File: config.mk
export PLATFORM = sky130hd
export DESIGN_NAME = max_pool_scheduler_flat
export DESIGN_NICKNAME = d
export VERILOG_FILES = /design/src/rtl/pool_pkg.sv /design/src/rtl/max_pool_scheduler_if.sv /design/src/rtl/pool_win_counter.sv /design/src/rtl/max_pool_scheduler.sv /design/src/flat_wrapper.sv
export SDC_FILE = /design/constraint.sdc
export NUM_CORES = 1
export LEC_CHECK = 0
export BUFFER_PORTS_ARGS = -buffer_cell sky130_fd_sc_hd__buf_2
export CORE_MARGIN = 2
export CORE_UTILIZATION = 50
export DETAILED_ROUTE_END_ITERATION = 16
export GPL_ROUTABILITY_DRIVEN = 0
export MAX_ROUTING_LAYER = met4
export PLACE_DENSITY = 0.72
export SETUP_SLACK_MARGIN = 0.05
export SLEW_MARGIN = 20
export SYNTH_ARGS = -nofsm -noshare
export SYNTH_HDL_FRONTEND = slang
export SYNTH_SLANG_ARGS = --single-unit
export TNS_END_PERCENT = 50
File: constraint.sdc
create_clock -name clk -period 3.57 [get_ports clk]
set_input_delay 0.357 -clock clk [delete_from_list [all_inputs] [get_ports clk]]
set_output_delay 0.357 -clock clk [all_outputs]
set_load 0.02 [all_outputs]
File: src/rtl/pool_pkg.sv
// Shared types, default geometry and width helpers for the max-pool scheduler.
package pool_pkg;

  typedef enum logic [1:0] {
    StIdle,
    StIssue,
    StDrain,
    StDone
  } pool_state_e;

  localparam int unsigned DefInH = 8;
  localparam int unsigned DefInW = 8;
  localparam int unsigned DefLat = 2;

  function automatic int unsigned n_win(input int unsigned h, input int unsigned w);
    return (h / 2) * (w / 2);
  endfunction

  function automatic int unsigned coord_w(input int unsigned d);
    return (d > 1) ? $clog2(d) : 1;
  endfunction

  function automatic int unsigned addr_w(input int unsigned h, input int unsigned w);
    return (n_win(h, w) > 1) ? $clog2(n_win(h, w)) : 1;
  endfunction

endpackage

File: src/rtl/max_pool_scheduler_if.sv
// Control/datapath/output-buffer signal bundle around the max-pool scheduler.
interface max_pool_scheduler_if
  import pool_pkg::*;
#(
  parameter int unsigned RW = coord_w(DefInH),
  parameter int unsigned CW = coord_w(DefInW),
  parameter int unsigned AW = addr_w(DefInH, DefInW)
);
  logic          start;
  logic          out_ready;
  logic          pool_valid_out;
  logic          pool_valid;
  logic [RW-1:0] win_row;
  logic [CW-1:0] win_col;
  logic          wr_en;
  logic [AW-1:0] wr_addr;
  logic          busy;
  logic          done;
  logic          err;

  modport master (
    input  start, out_ready, pool_valid_out,
    output pool_valid, win_row, win_col, wr_en, wr_addr, busy, done, err
  );

  modport slave (
    output start, out_ready, pool_valid_out,
    input  pool_valid, win_row, win_col, wr_en, wr_addr, busy, done, err
  );
endinterface

File: src/rtl/pool_win_counter.sv
// Raster-order 2x2 window origin generator; last flags the final window.
module pool_win_counter #(
  parameter int unsigned IN_H = 8,
  parameter int unsigned IN_W = 8,
  parameter int unsigned RW   = 3,
  parameter int unsigned CW   = 3
) (
  input  logic          clk,
  input  logic          rst_n,
  input  logic          en,
  input  logic          clr,
  output logic [RW-1:0] row,
  output logic [CW-1:0] col,
  output logic          last
);
  localparam logic [RW-1:0] RowLast = RW'(IN_H - 2);
  localparam logic [CW-1:0] ColLast = CW'(IN_W - 2);

  logic [RW-1:0] row_q;
  logic [CW-1:0] col_q;

  assign last = (row_q == RowLast) && (col_q == ColLast);
  assign row  = row_q;
  assign col  = col_q;

  always_ff @(posedge clk or negedge rst_n) begin
    if (!rst_n) begin
      row_q <= '0;
      col_q <= '0;
    end else if (clr) begin
      row_q <= '0;
      col_q <= '0;
    end else if (en) begin
      if (col_q == ColLast) begin
        col_q <= '0;
        row_q <= last ? '0 : row_q + RW'(2);
      end else begin
        col_q <= col_q + CW'(2);
      end
    end
  end

endmodule

File: src/rtl/max_pool_scheduler.sv
// Issues 2x2 pooling windows, tracks returns into the output buffer and flags stray returns.
module max_pool_scheduler
  import pool_pkg::*;
#(
  parameter int unsigned IN_H = DefInH,
  parameter int unsigned IN_W = DefInW,
  parameter int unsigned LAT  = DefLat
) (
  input logic                  clk,
  input logic                  rst_n,
  max_pool_scheduler_if.master bus
);
  localparam int unsigned RW   = coord_w(IN_H);
  localparam int unsigned CW   = coord_w(IN_W);
  localparam int unsigned AW   = addr_w(IN_H, IN_W);
  localparam int unsigned CntW = AW + 1;
  localparam logic [CntW-1:0] NWinC = CntW'(n_win(IN_H, IN_W));

  if ((IN_H % 2) != 0 || IN_H < 2) begin : g_bad_h
    $error("IN_H must be even and >= 2");
  end
  if ((IN_W % 2) != 0 || IN_W < 2) begin : g_bad_w
    $error("IN_W must be even and >= 2");
  end
  if (LAT < 1) begin : g_bad_lat
    $error("LAT must be >= 1");
  end

  pool_state_e     state_q, state_d;
  logic [CntW-1:0] issue_cnt_q, issue_cnt_d;
  logic [CntW-1:0] ret_cnt_q, ret_cnt_d;
  logic [CntW-1:0] outstanding;
  logic            err_q, err_d;
  logic            start_acc, issue, stray, wr, busy, last;

  assign start_acc   = (state_q == StIdle) && bus.start;
  assign issue       = (state_q == StIssue) && bus.out_ready;
  assign busy        = (state_q == StIssue) || (state_q == StDrain);
  assign outstanding = issue_cnt_q - ret_cnt_q;
  // A return with nothing in flight is never written, only flagged.
  assign stray       = bus.pool_valid_out && ((state_q == StIdle) || (outstanding == '0));
  assign wr          = bus.pool_valid_out && busy && !stray;

  pool_win_counter #(
    .IN_H(IN_H),
    .IN_W(IN_W),
    .RW  (RW),
    .CW  (CW)
  ) u_win_counter (
    .clk  (clk),
    .rst_n(rst_n),
    .en   (issue),
    .clr  (start_acc),
    .row  (bus.win_row),
    .col  (bus.win_col),
    .last (last)
  );

  always_comb begin
    state_d     = state_q;
    issue_cnt_d = issue_cnt_q;
    ret_cnt_d   = ret_cnt_q;
    err_d       = err_q;
    if (issue) issue_cnt_d = issue_cnt_q + CntW'(1);
    if (wr)    ret_cnt_d   = ret_cnt_q + CntW'(1);
    unique case (state_q)
      StIdle: begin
        if (bus.start) begin
          state_d     = StIssue;
          issue_cnt_d = '0;
          ret_cnt_d   = '0;
          err_d       = 1'b0;
        end
      end
      StIssue: if (issue && last) state_d = StDrain;
      StDrain: if (ret_cnt_d == NWinC) state_d = StDone;
      StDone:  state_d = StIdle;
      default: state_d = StIdle;
    endcase
    if (stray) err_d = 1'b1;
  end

  always_ff @(posedge clk or negedge rst_n) begin
    if (!rst_n) begin
      state_q     <= StIdle;
      issue_cnt_q <= '0;
      ret_cnt_q   <= '0;
      err_q       <= 1'b0;
    end else begin
      state_q     <= state_d;
      issue_cnt_q <= issue_cnt_d;
      ret_cnt_q   <= ret_cnt_d;
      err_q       <= err_d;
    end
  end

  assign bus.pool_valid = issue;
  assign bus.wr_en      = wr;
  assign bus.wr_addr    = ret_cnt_q[AW-1:0];
  assign bus.busy       = busy;
  assign bus.done       = (state_q == StDone);
  assign bus.err        = err_q;

endmodule

File: src/flat_wrapper.sv
// flat-port wrapper written by rule: the top's interface ports become plain ports
module max_pool_scheduler_flat import pool_pkg::*;
#(
  parameter int unsigned IN_H = DefInH,
  parameter int unsigned IN_W = DefInW,
  parameter int unsigned LAT  = DefLat
)
  (clk, rst_n, bus_start, bus_out_ready, bus_pool_valid_out, bus_pool_valid, bus_win_row, bus_win_col, bus_wr_en, bus_wr_addr, bus_busy, bus_done, bus_err);
  max_pool_scheduler_if #(.RW(3), .CW(3), .AW(4)) bus_i ();
  input logic clk;
  input logic rst_n;
  input wire logic [$bits(bus_i.start)-1:0] bus_start;
  input wire logic [$bits(bus_i.out_ready)-1:0] bus_out_ready;
  input wire logic [$bits(bus_i.pool_valid_out)-1:0] bus_pool_valid_out;
  output wire logic [$bits(bus_i.pool_valid)-1:0] bus_pool_valid;
  output wire logic [$bits(bus_i.win_row)-1:0] bus_win_row;
  output wire logic [$bits(bus_i.win_col)-1:0] bus_win_col;
  output wire logic [$bits(bus_i.wr_en)-1:0] bus_wr_en;
  output wire logic [$bits(bus_i.wr_addr)-1:0] bus_wr_addr;
  output wire logic [$bits(bus_i.busy)-1:0] bus_busy;
  output wire logic [$bits(bus_i.done)-1:0] bus_done;
  output wire logic [$bits(bus_i.err)-1:0] bus_err;
  assign bus_i.start = bus_start;
  assign bus_i.out_ready = bus_out_ready;
  assign bus_i.pool_valid_out = bus_pool_valid_out;
  assign bus_pool_valid = bus_i.pool_valid;
  assign bus_win_row = bus_i.win_row;
  assign bus_win_col = bus_i.win_col;
  assign bus_wr_en = bus_i.wr_en;
  assign bus_wr_addr = bus_i.wr_addr;
  assign bus_busy = bus_i.busy;
  assign bus_done = bus_i.done;
  assign bus_err = bus_i.err;
  max_pool_scheduler #(.IN_H(IN_H), .IN_W(IN_W), .LAT(LAT)) u_core (.clk(clk), .rst_n(rst_n), .bus(bus_i));
endmodule
-- Word-level counts from Yosys, hierarchy flattened
Cells that the tools add are included.
Widths: inputs -> output; s select.
- mux-type cells: 20
- equal/unequal tests: 9
- add/subtract/negate cells: 5
- reductions and logical operators: 19
- operators by type and width (kind ; number):
    $mux 5 ; 6
    $mux 3 ; 7
    $add 5x1->5 const B ; 2
    $pmux 2 s4 ; 1
    $reduce_bool 2->1 ; 4
    $logic_and 1x1->1 ; 7
    $add 3x2->3 const B ; 2
    $eq 3x3->1 const B ; 2
    $mux 2 ; 3
    $ne 2x2->1 const B ; 3
    $eq 5x5->1 const B ; 1
    $logic_not 5->1 ; 1
    $sub 5x5->5 ; 1
    $eq 2x2->1 const B ; 2
    $reduce_and 2->1 ; 2
    $mux 1 ; 3
    $reduce_and 3->1 ; 1
    $eq 2x1->1 const B ; 1
    $logic_not 2->1 ; 1
    $logic_or 1x1->1 ; 2
    $logic_not 1->1 ; 1
- word-level logic and storage cells: 59
- output and inout bits: 15
- register bits: 19
- bits of input ports: 5

-- Longest topological paths before layout
- word-level depth: 10
- depth in mapped cells: 11
- gate-level depth less buffers: 9

-- Cells and area by module
Synthesis repeated with hierarchy kept, for this count alone.
- cell total of the unflattened synthesis: 123
- area total of the unflattened synthesis: 1213.7 um^2
- by module, submodules not included (module ; area an instance (um^2) ; cells each ; instances ; seq. area each (um^2)):
    max_pool_scheduler ; 980.9 ; 101 ; 1 ; 325.3
    pool_win_counter ; 232.7 ; 22 ; 1 ; 100.1

-- Worst setup path after synthesis
No wires, ideal clock.
- path type: register to register
- start point: register u_core.ret_cnt_q[2]
- end point: register u_core.state_q[1]
- path buffers: 2
- path slack: 1038 ps
- period minus slack after synthesis: 2532 ps
- arrival: 2406 ps
- stages on the path, launching flop included: 11
- library setup time: 126 ps
- required time: 3444 ps
- cells stage by stage: dfrtp_1 > clkbuf_1 > inv_1 > ha_1 > a21o_1 > a2111o_1 > and3_1 > buf_6 > mux2i_4 > a31oi_1 > a311o_1
- cells in the longest elaborated chain, start to end: 10
- elaborated cells on any way between the ends: 11
- those cells by class: add/sub (2); eq/ne (2); mux (1); reduce/logical (6)
- ends and longest elaborated chain (what ; RTL line ; source):
    from (decl) ; max_pool_scheduler.sv:31 ; logic [CntW-1:0] ret_cnt_q, ret_cnt_d;
    from (signal assigned) ; max_pool_scheduler.sv:92 ; ret_cnt_q <= ret_cnt_d;
    $sub 5x5->5 ; max_pool_scheduler.sv:39 ; assign outstanding = issue_cnt_q - ret_cnt_q;
    $logic_not 5->1 ; max_pool_scheduler.sv:41 ; assign stray = bus.pool_valid_out && ((state_q == StIdle) || (outstanding == '0));
    $logic_or 1x1->1 ; max_pool_scheduler.sv:41 ;
    $logic_and 1x1->1 ; max_pool_scheduler.sv:41 ;
    $logic_not 1->1 ; max_pool_scheduler.sv:42 ; assign wr = bus.pool_valid_out && busy && !stray;
    $logic_and 1x1->1 ; max_pool_scheduler.sv:42 ;
    named net bus_wr_en ; flat_wrapper.sv:18 ; output wire logic [$bits(bus_i.wr_en)-1:0] bus_wr_en;
    $mux 5 ; max_pool_scheduler.sv:65 ; if (wr) ret_cnt_d = ret_cnt_q + CntW'(1);
    $eq 5x5->1 ; max_pool_scheduler.sv:76 ; StDrain: if (ret_cnt_d == NWinC) state_d = StDone;
    $ne 2x2->1 (no source line) ; -- ;
    $reduce_and 3->1 (no source line) ; -- ;
    to (signal assigned) ; max_pool_scheduler.sv:85 ; state_q <= StIdle;
    to (signal assigned) ; max_pool_scheduler.sv:90 ; state_q <= state_d;
    to (decl) ; max_pool_scheduler.sv:29 ; pool_state_e state_q, state_d;
The timed path passes the listed nets, and every way through them passes these cells.
A chain may end at the register's enable or synchronous reset.

-- Worst setup path after layout
- start point: register u_core.ret_cnt_q[2]
- end point: output bus_wr_en
- cells in the longest elaborated chain, start to end: 6
- ends and longest elaborated chain (what ; RTL line):
    $sub 5x5->5 ; max_pool_scheduler.sv:39
    $logic_not 5->1 ; max_pool_scheduler.sv:41
    $logic_or 1x1->1 ; max_pool_scheduler.sv:41
    $logic_and 1x1->1 ; max_pool_scheduler.sv:41
    $logic_not 1->1 ; max_pool_scheduler.sv:42
    $logic_and 1x1->1 ; max_pool_scheduler.sv:42
    to (decl) ; flat_wrapper.sv:18
Every way passes these cells.

==> out/metrics.yaml <==
clock-sinks: 17
cpPeakStageDelay_ps: 500
crit_chain: "inv_1, ha_1, a21o_1, a2111o_1, and3_1, buf_2"
num_vias: 954
grt_max_degree: 18
antenna_found_initial: 0
synth_top_family_by_area: "simple AND/OR/NAND/NOR gates"
use_met2: 0.340
r2r_slack_ps: 960
worst_slack_ps: 800
busiest_layer: "met2"
cts_root_buf: "clkbuf_4"
r2r-end: "u_core.state_q[1]$_DFFE_PN0P_"
synth_simple_gate_area_frac: 0.201
start_util: 0.537
io_pins: 20
synth_top_area_frac: 0.355
post_cts_resize_count: 0
ys_seq_elements: 17
worstMarginPinSlew_ps: 768
endpoint_kind: "output port"
status: "complete, no violations"
yosys-top-cells-area: "dfrtp_1 35%, ha_1 14%, xnor2_1 5.1%"
clockPowerShare: 0.111
place_area_um2: 1260
cts_inserted_buffers: 3
power_mw: 0.949
cts_tree: "done"
comb_power_share: 0.555
die_h_um: 53.0
maxCapViolCount: 0
synthAdderAreaFrac: 0.136
cp_slowest_cell: "dfrtp_1"
ys_types: 32
syn_area_um2: 1200
grt_first_pass_wirelength_mm: 4.10
worstRegToRegCells: 8
grt_usage: 0.206
final_cell_area_um2: 1290
met3_usage: 0.0395
path_max_fanout: 9
cts_buffer_depth: 2
power_frac_seq: 0.334
rsz0062_at_grt: "false"
crit_type: "reg2out"
finalSetupViolations: 0
slew_violations: 0
cp-startpoint: "u_core.ret_cnt_q[2]$_DFF_PN0_"
dieArea_um2: 2800
clock.fmax_mhz: 361
p_leak_nw: 0.636
avgSynthCellArea_um2: 8.88
core_um2: 2230
grt_pass1_vias: 973
syn_inst: 135
skew_ps: 12.2
crit_required_ps: 3210
overflow: 0
min_path_type: "in2reg"
synth_compound_area_frac: 0.113
via_per_inst: 5.39
relSlewSlack: 0.487
netSwitchingPower_mw: 0.450
yosys_warnings: 0
powerDensity_nw_per_um2: 733
portBuffers: 17
final_nets: 168
sw_frac_of_total: 0.474
r2r_start: "u_core.ret_cnt_q[2]$_DFF_PN0_"
h-tree-depth: 1
dp_hpwl_mm: 1.76
wl_mm: 2.29
synth_top_area_cell: "dfrtp_1"
drc: 0
num_rows: 17
hold_violations: 0
arrival_ps: 2410
layout-drive-gt1-share: 0.148
antenna_left: 0
seq_area_frac_synth: 0.355
peakVddDrop_mv: 0.446
p_int_mw: 0.499
muxShareOfSynthArea: 0.0271
start_kind: "flip-flop"
synthToLayoutAreaGrowth_pct: 8.04
drt_iter0_markers: 7
drt_first_pass_iters: 4
clk_pin_slew_worst_paths_ps: 110
pre_cts_ws_ps: 980
fin_setup_tns_ps: 0
period_share: 0.776
min_period_ps: 2770
routedWlPerCell_um: 13.0
insertion_delay_ps: 290
fin_util: 0.580
crit_end: "bus_wr_en"
yosys.area_share.xor_xnor: 0.0804
antenna_cells: 0
grtUsageMet1: 0.248
die_w_um: 53.0
## cell usage in the layout, fill, tap and decap left out, types with 3 or more instances in the layout
cell type,count
clkbuf_4,3
nand4_1,4
nor2_1,15
a21oi_1,9
buf_2,17
and3_1,3
dfrtp_1,17
nand3_1,5
nor3_1,4
o21ai_0,3
xor2_1,4
nand2_1,13
ha_1,13
inv_1,9
xnor2_1,7
## registers in the layout, summed over array words and instances (netlist names)
signal and flops:
u_core.bus.err 1, u_core.issue_cnt_q 5, u_core.ret_cnt_q 5, u_core.state_q 2, u_core.u_win_counter.col 2, u_core.u_win_counter.row 2
## layer usage
metal  routed length (µm)  vias up
met4                   29        0
met1                 1090      449
li1                     -      484
met5                    0        -
met2                 1100       17
met3                   81        4
## per-stage QoR
step,cells,hold WS (ps)
2_1_floorplan,136,61.4
3_3_place_gp,172,302
3_5_place_dp,172,305
4_1_cts,177,335
5_1_grt,177,372
6_report,177,331
## worst max-delay path, delay by kind of cell, from the launching register on
kind	cells	cell delay, ps
flip-flops	1	500
AO/OA/AOI/OAI	2	620
AND/OR/NAND/NOR	1	320
adder cells (fa/ha/maj)	1	330
buffers and inverters	2	360
## repair_timing
action,CTS,global route
endpoints found under the hold margin,17,0
buffers inserted,0,0
hold buffers,1,0
## cell usage after synthesis (all sizes together)
cell and n:
a211o 1, and2b 1, inv 9, a2111o 1
ha 13, dfrtp 17, clkbuf 2, a21oi 9
o21ai 3, nor3b 2, nor2b 2, nor3 4
and2 1, mux2i 2, nand4 4, nand2 13
xor2 4, o211ai 2, a31oi 2, or3 1
xnor2 7, conb 1, o41ai 1, clkinv 1
buf 7, nor2 15, a21o 1, nand3 5
a311o 1, and3 3
## worst min-delay path by stage
stage	slack, ps	start	cells past startpoint	to
finish	330	bus_pool_valid_out	3	u_core.bus.err$_DFFE_PN0P_
global route	370	bus_pool_valid_out	3	u_core.bus.err$_DFFE_PN0P_
CTS	330	bus_pool_valid_out	3	u_core.bus.err$_DFFE_PN0P_
detailed placement	310	rst_n	1	u_core.issue_cnt_q[3]$_DFF_PN0_
global placement	300	rst_n	1	u_core.issue_cnt_q[4]$_DFF_PN0_
floorplan	60	rst_n	0	u_core.bus.err$_DFFE_PN0P_
## final cells by class
type                            instances  area, µm²
Clock buffer                            4       26.3
Timing Repair Buffer                   18       95.1
Inverter                               10       37.5
Fill cell                             220        938
Tap cell                               28       35.0
Sequential cell                        17        425
Multi-Input combinational cell        100        676
## power groups by stage
| stage | registers [mW] | logic (mW) | clock network, mW |
|---|---|---|---|
| 6_report | 0.317 | 0.527 | 0.105 |
| 5_1_grt | 0.324 | 0.598 | 0.116 |
| 4_1_cts | 0.316 | 0.531 | 0.107 |
| 3_5_place_dp | 0.321 | 0.528 | 0 |
| 3_3_place_gp | 0.320 | 0.512 | 0 |
| 2_1_floorplan | 0.322 | 0.418 | 0 |
## cell families after synthesis
logic type,after synthesis
buffers and inverters,19
XOR/XNOR,11
other,1
AND/OR/NAND/NOR,51
adder cells (fa/ha/maj),13
AO/OA/AOI/OAI,21
flip-flops,17
multiplexers,2
Note: power is estimated with default switching activity, not from simulation.
